### config.mk
export PLATFORM = sky130hd
export DESIGN_NAME = rom_port_arbiter
export DESIGN_NICKNAME = d
export VERILOG_FILES = /design/src/rtl/rom_port_arbiter.sv
export SDC_FILE = /design/constraint.sdc
export NUM_CORES = 1
export LEC_CHECK = 0
export ABC_AREA = 1
export BUFFER_PORTS_ARGS = -buffer_cell sky130_fd_sc_hd__buf_2
export CORE_ASPECT_RATIO = 0.9
export CORE_MARGIN = 10
export CORE_UTILIZATION = 53
export CTS_BUF_LIST = sky130_fd_sc_hd__clkbuf_8
export DETAILED_ROUTE_END_ITERATION = 7
export PLACE_DENSITY = 0.87
export SETUP_SLACK_MARGIN = 0.02
export SYNTH_ARGS = -nofsm -noshare
export SYNTH_HDL_FRONTEND = slang
export SYNTH_SLANG_ARGS = --single-unit
### constraint.sdc
create_clock -name clk -period 4.8 [get_ports clk]
set_input_delay 0.96 -clock clk [delete_from_list [all_inputs] [get_ports clk]]
set_output_delay 0.96 -clock clk [all_outputs]
set_load 0.03 [all_outputs]
### src/rtl/rom_port_arbiter.sv
// Round-robin arbiter sharing one fixed-latency read port.
// Tags follow each grant so every returned word reaches its requester.
module rom_port_arbiter #(
  parameter  int NREQ    = 4,
  parameter  int AW      = 12,
  parameter  int DW      = 8,
  parameter  int LATENCY = 2,
  localparam int IDW     = $clog2(NREQ)
) (
  input  logic              clk,
  input  logic              rst,
  input  logic [NREQ-1:0]   req,
  input  logic [NREQ*AW-1:0] addr,
  output logic [NREQ-1:0]   gnt,
  output logic              mem_en,
  output logic [AW-1:0]     mem_addr,
  input  logic [DW-1:0]     mem_rdata,
  output logic              rsp_valid,
  output logic [IDW-1:0]    rsp_id,
  output logic [DW-1:0]     rsp_data
);

  logic [IDW-1:0] last;
  logic [IDW-1:0] win;
  logic           hit;
  logic [AW-1:0]  sel_addr;
  logic [IDW:0]   tag_q [LATENCY+1];

  // scan last+1 .. last+NREQ, first requester wins
  always_comb begin
    hit = 1'b0;
    win = '0;
    for (int k = 1; k <= NREQ; k++) begin
      if (!hit && rst && req[(int'(last) + k) % NREQ]) begin
        hit = 1'b1;
        win = IDW'((int'(last) + k) % NREQ);
      end
    end
  end

  always_comb begin
    gnt = '0;
    if (hit) gnt[win] = 1'b1;
  end

  assign sel_addr = addr[win*AW +: AW];

  always_ff @(posedge clk) begin
    if (!rst) begin
      last      <= IDW'(NREQ - 1);
      mem_en    <= 1'b0;
      mem_addr  <= '0;
      rsp_valid <= 1'b0;
      rsp_id    <= '0;
      rsp_data  <= '0;
      for (int i = 0; i <= LATENCY; i++) tag_q[i] <= '0;
    end else begin
      mem_en <= hit;
      if (hit) begin
        last     <= win;
        mem_addr <= sel_addr;
      end
      tag_q[0] <= hit ? {1'b1, win} : '0;
      for (int i = 1; i <= LATENCY; i++) tag_q[i] <= tag_q[i-1];
      rsp_valid <= tag_q[LATENCY][IDW];
      if (tag_q[LATENCY][IDW]) begin
        rsp_id   <= tag_q[LATENCY][IDW-1:0];
        rsp_data <= mem_rdata;
      end
    end
  end

endmodule
After elaboration in Yosys (flattened, before gate mapping)
Memory sizes are Yosys's and may differ from the RTL's.
Index checks and enable logic that the tools add are counted.
{"block": "totals", "reg_bits": 26, "ram_bits": 9, "input_bits": 62, "out_inout_bits": 28, "elab_cells": 70, "n_memories": 1}
{"name": "tag_q", "depth": 3, "word_bits": 3, "rd": 3, "rd_ports_with_merged_regs": 0, "write_ports": 3, "line_no": "27", "text": "logic [IDW:0] tag_q [LATENCY+1];"}
{"block": "classes", "addsub": 4, "n_mul": 1, "order_cmp": 6, "shift": 1, "muxes": 29, "n_bitwise": 7, "n_reduce_logical": 15}
{"cell": "48-bit by 7-bit variable part select with 12-bit output", "count": 1}
{"cell": "3-bit by 4-bit less-than comparator with 1-bit output, second input constant", "count": 4}
{"cell": "1-bit 2-to-1 mux", "count": 15}
{"cell": "3-bit 2-to-1 mux", "count": 4}
{"cell": "1-bit binary-select mux with 2-bit select", "count": 4}
{"cell": "1-bit logical AND", "count": 8}
{"cell": "2-bit 2-to-1 mux", "count": 4}
{"cell": "2-bit OR reduction", "count": 4}
{"cell": "2-bit by 1-bit adder with 2-bit output, second input constant", "count": 2}
{"cell": "2-bit adder, second input constant", "count": 2}
{"cell": "1-bit bitwise AND, first input constant", "count": 4}
{"cell": "2-bit by 2-bit multiplier with 4-bit output, second input constant", "count": 1}
{"cell": "4-bit 2-to-1 mux", "count": 1}
{"cell": "1-bit logical NOT", "count": 3}
{"cell": "2-bit by 3-bit less-than comparator with 1-bit output, second input constant", "count": 1}
{"cell": "1-bit bitwise OR", "count": 3}
{"cell": "1-bit demux with 2-bit select", "count": 1}
{"cell": "2-bit by 1-bit greater-or-equal comparator with 1-bit output, second input constant", "count": 1}

Depth between registers and ports, before layout
{"block": "depth", "ltp_word": 25, "depth_mapped": 16, "ltp_nobuf": 15}

Least setup slack after synthesis
Ideal clock, no wire load.
{"block": "synth_path", "kind": "input to output", "from": "in rst", "to": "out gnt[0]", "arrival_ps": 2565, "required_ps": 3840, "slack_ps": 1275, "path_stages": 6, "n_path_buf": 2, "path_cell_list": "clkbuf_1 nand2_1 nand4_4 nand2_4 buf_6 nor3_1"}
{"block": "synth_via", "elab_chain_cells": 19, "word_cells_on_any_way": 24, "cone_classes": "order compare (2); mux (11); reduce/logical (11)"}
{"element": "from (decl)", "line_no": "11", "text": "input logic rst,"}
{"element": "1-bit logical AND", "line_no": "34", "text": "if (!hit && rst && req[(int'(last) + k) % NREQ]) begin"}
{"element": "1-bit 2-to-1 mux", "line_no": "34"}
{"element": "1-bit logical NOT", "line_no": "34"}
{"element": "1-bit logical AND (2 in a row)", "line_no": "34"}
{"element": "1-bit 2-to-1 mux", "line_no": "34"}
{"element": "1-bit logical NOT", "line_no": "34"}
{"element": "1-bit logical AND (2 in a row)", "line_no": "34"}
{"element": "1-bit 2-to-1 mux", "line_no": "34"}
{"element": "1-bit logical NOT", "line_no": "34"}
{"element": "1-bit logical AND (2 in a row)", "line_no": "34"}
{"element": "2-bit 2-to-1 mux", "line_no": "34"}
{"element": "2-bit by 3-bit less-than comparator with 1-bit output (not written as such) / 2-bit by 1-bit greater-or-equal comparator with 1-bit output (equally long branches)", "line_no": "43", "text": "if (hit) gnt[win] = 1'b1;"}
{"element": "1-bit logical AND (not written as such)", "line_no": "43"}
{"element": "1-bit 2-to-1 mux (not written as such)", "line_no": "43"}
{"element": "1-bit demux with 2-bit select", "line_no": "43"}
{"element": "4-bit 2-to-1 mux (*)", "line_no": "43"}
{"element": "to (decl)", "line_no": "14", "text": "output logic [NREQ-1:0] gnt,"}
Every way passes the cells marked *; elsewhere a longest branch is shown, timed or not.

Final worst setup path
{"block": "layout_path", "from": "in rst", "to": "out gnt[3]"}
Same word-level chain as after synthesis.

==> metrics.md <==
| Metric | Value |
|---|---|
| Setup Skew | about 1.5 ps |
| HPWL Detailed | ~4500 um |
| Initial core utilization | 56.0% |
| R2R Path Start | last[0]$_SDFFE_PN1P_ |
| Most common cell in the netlist | nand2_1 |
| Slew @ Worst Pin | about 610 ps |
| Final setup vio count | 0 |
| Die extent in y | 80.0 um |
| Arr. time, crit path | a little over 3000 ps |
| DRC Markers | 0 |
| RSZ-0062 raised after global routing | false |
| Routability cong. | roughly 0.93 |
| Lkg Pwr | between 1.5 and 2 nW |
| Crit end category | primary output |
| Final Hold Viols | 0 |
| Synth top cells by count | nand2_1 (86), inv_1 (75), nand3_1 (57) |
| Top Ports | 90 |
| First-pass GRT wire length | 10000 um |
| Async SR Flop Fraction | 0% |
| Share of cells above drive strength 1 | between 20 and 30% |
| Antenna violations before repair | 0 |
| GRT Util Overall | 17.4% |
| Vias in the first global route | about 2400 |
| CP Capture Point | gnt[3] |
| Place WS | between 800 and 900 ps |
| Iter 0 DRT Violations | 172 |
| Max VDD drop | 0.000314 V |
| CTS tree | yes |
| Status | complete, no violations |
| Combinational share of power | about 60% |
| Post-synth top flop | dfxtp_1 |
| Yosys top cell by area | dfxtp_1 |
| Syn Area/Cell | slightly above 6 sq um |
| Core Util, Final | between 70% and 80% |
| Seq pwr share | a little over a fifth |
| Die area | just under 7000 sq um |
| EDFF count, synth | 0 |
| Fin crit period | between 4000 and 5000 ps |
| Routed via count | 2360 |
| Sw frac | 52.1% |
| Largest net degree at the start of global routing | 40 |
| Vias per inst | 4.97 |
| CTS Hold Bufs | 0 |
| TritonRoute pass-1 iters | 4 |
| Post-synthesis sequential area ratio | about a third |
| Highest clock rate | ~250 MHz |
| ANT cells | 0 |
| CP Max Fanout | 39 |
| Net switching power | a little over 1 mW |
| R2R setup slack | approximately 2100 ps |
| P_int | roughly 0.93 mW |
| Clk pwr share | roughly 16% |
| Wirelength per Cell | around 13 um |
| Wirelength, routed | approximately 6000 um |
| Synth unique cells | 22 |
| NumNets Final | 490 |
| Area share of the largest cell type after synthesis | 32.1% |
| Final Cycle Share | about 83% |
| Hold path depth | 2 |
| Synth Register Bits | 34 |
| Worst Path Required | between 3000 and 4000 ps |
| IO Port Bufs | between 80 and 90 |
| Cell count after synthesis | about 350 |
| Clock Root Buffer | clkbuf_8 |
| CP Launch Point | rst |
| Clock buffer depth | 2 |
| RR Endpoint | mem_addr[1]$_SDFFE_PN0P_ |
| Setup CP Type | input pin to primary output |
| Critical path startpoint category | input pin |
| Clk slew on worst S/H paths | about 70 ps |
| Netlist Area Pre-Place | roughly 2100 sq um |
| Setup WS post-layout | roughly 790 ps |
| Antenna Nets Post-Route | 0 |
| PD cells | 732 nW/um^2 |
| CTS resizes | 0 |
| Max-cap viol count | 0 |
| Hold Path Class | register to register |
| CORE AREA | between 3000 and 4000 sq um |
| Rows | 21 |
| Clk sink count | 34 |
| Remaining global-route overflow | 0 |
| Die width | between 80 and 90 um |
| YS warnings | 0 |
| Syn Nets | 410 |
| Post-CTS setup buffer count | 0 |
| Clock Latency Late Sink | between 200 and 300 ps |
| Slew headroom | a little under 60% |
| Worst Reg2Reg Path Length in Cells | 13 |
| H-tree levels | 2 |
| Slew Limit Fails | 0 |
| Area grow syn2layout | 25.3% |
| Setup TNS | 0 ps |
| Num CTS Buffers | 5 |
| Synth area leaders | dfxtp_1 (32%), nand2_1 (15%), nand3_1 (13%) |
## logic make-up (layout without fill, tap and decap cells)
kind of cell           Yosys count  after routing  synth area share [%]
AO/OA/AOI/OAI                   26             26                  6.91
buffers and inverters           95            176                  18.9
flip-flops                      34             34                  32.1
AND/OR/NAND/NOR                193            193                  42.1
## metrics by stage
| stage | power, mW | cells | area (sq um) | hold slack [ps] |
|---|---|---|---|---|
| floorplan | 1.42 | 348 | 2120 | 390 |
| global placement | 1.59 | 467 | 2520 | 392 |
| detailed placement | 1.62 | 467 | 2520 | 396 |
| CTS | 1.95 | 475 | 2660 | 414 |
| global route | 2.13 | 475 | 2660 | 439 |
| finish | 1.95 | 475 | 2660 | 415 |
## flip-flops by register name, indices dropped and copies added (netlist names)
name / cells
last: 2
rsp_id: 2
tag_q: 9
rsp_data: 8
mem_addr: 12
rsp_valid: 1
## worst min path at each step
stage / startpoint / end
2_1_floorplan: tag_q[0][0]$_SDFF_PN0_ / tag_q[0][3]$_SDFF_PN0_
3_3_place_gp: tag_q[0][0]$_SDFF_PN0_ / tag_q[0][3]$_SDFF_PN0_
3_5_place_dp: tag_q[0][1]$_SDFF_PN0_ / tag_q[0][4]$_SDFF_PN0_
4_1_cts: tag_q[0][1]$_SDFF_PN0_ / tag_q[0][4]$_SDFF_PN0_
5_1_grt: tag_q[0][5]$_SDFF_PN0_ / tag_q[0][8]$_SDFF_PN0_
6_report: tag_q[0][1]$_SDFF_PN0_ / tag_q[0][4]$_SDFF_PN0_
## area by class of cell
cell class                 count  area, sq um
tap                           46         57.6
timing repair buffer          89          445
multi-input combinational    219         1040
inverter                      79          297
fill                         345         1130
clock inverter                 3         68.8
clock buffer                   5         68.8
sequential                    34          681
## per-layer routing
metal / part of all wire (%) / GRT usage [%]
met5: 0 / 0
met4: 1.6 / 5.18
met3: 11 / 8.98
met2: 46 / 27.4
met1: 42 / 20.1
## cells in the final DEF, fill, tap and decap left out
cell	synthesis	routed
nand2_4	1	1
clkinv_1	1	1
nand4_1	3	3
nand2_1	86	86
nand4_4	1	1
inv_1	75	75
o211ai_1	2	2
bufinv_16	0	2
inv_2	3	3
a21oi_1	1	1
nand3b_1	12	12
nor2_2	2	2
clkinv_4	0	1
o21ai_4	1	1
dfxtp_1	34	34
nand2_2	5	5
buf_2	5	89
o21ai_0	22	22
nor3_1	1	1
clkbuf_8	0	5
nor2_1	25	25
nand3_1	57	57
## worst max-delay path: stages
cell	delay, ps
buf_2	480
nand2_1	140
nor2_2	260
nand4_4	350
nand2_4	390
inv_1	120
nor2_1	110
buf_2	220
## power by group through the flow
stage,Combinational [mW],Clock [mW],Sequential (mW)
floorplan,0.894,0,0.527
global placement,1.16,0,0.431
detailed placement,1.19,0,0.431
CTS,1.20,0.325,0.427
global route,1.36,0.337,0.438
finish,1.20,0.319,0.428
(Power assumes the default switching activity.)
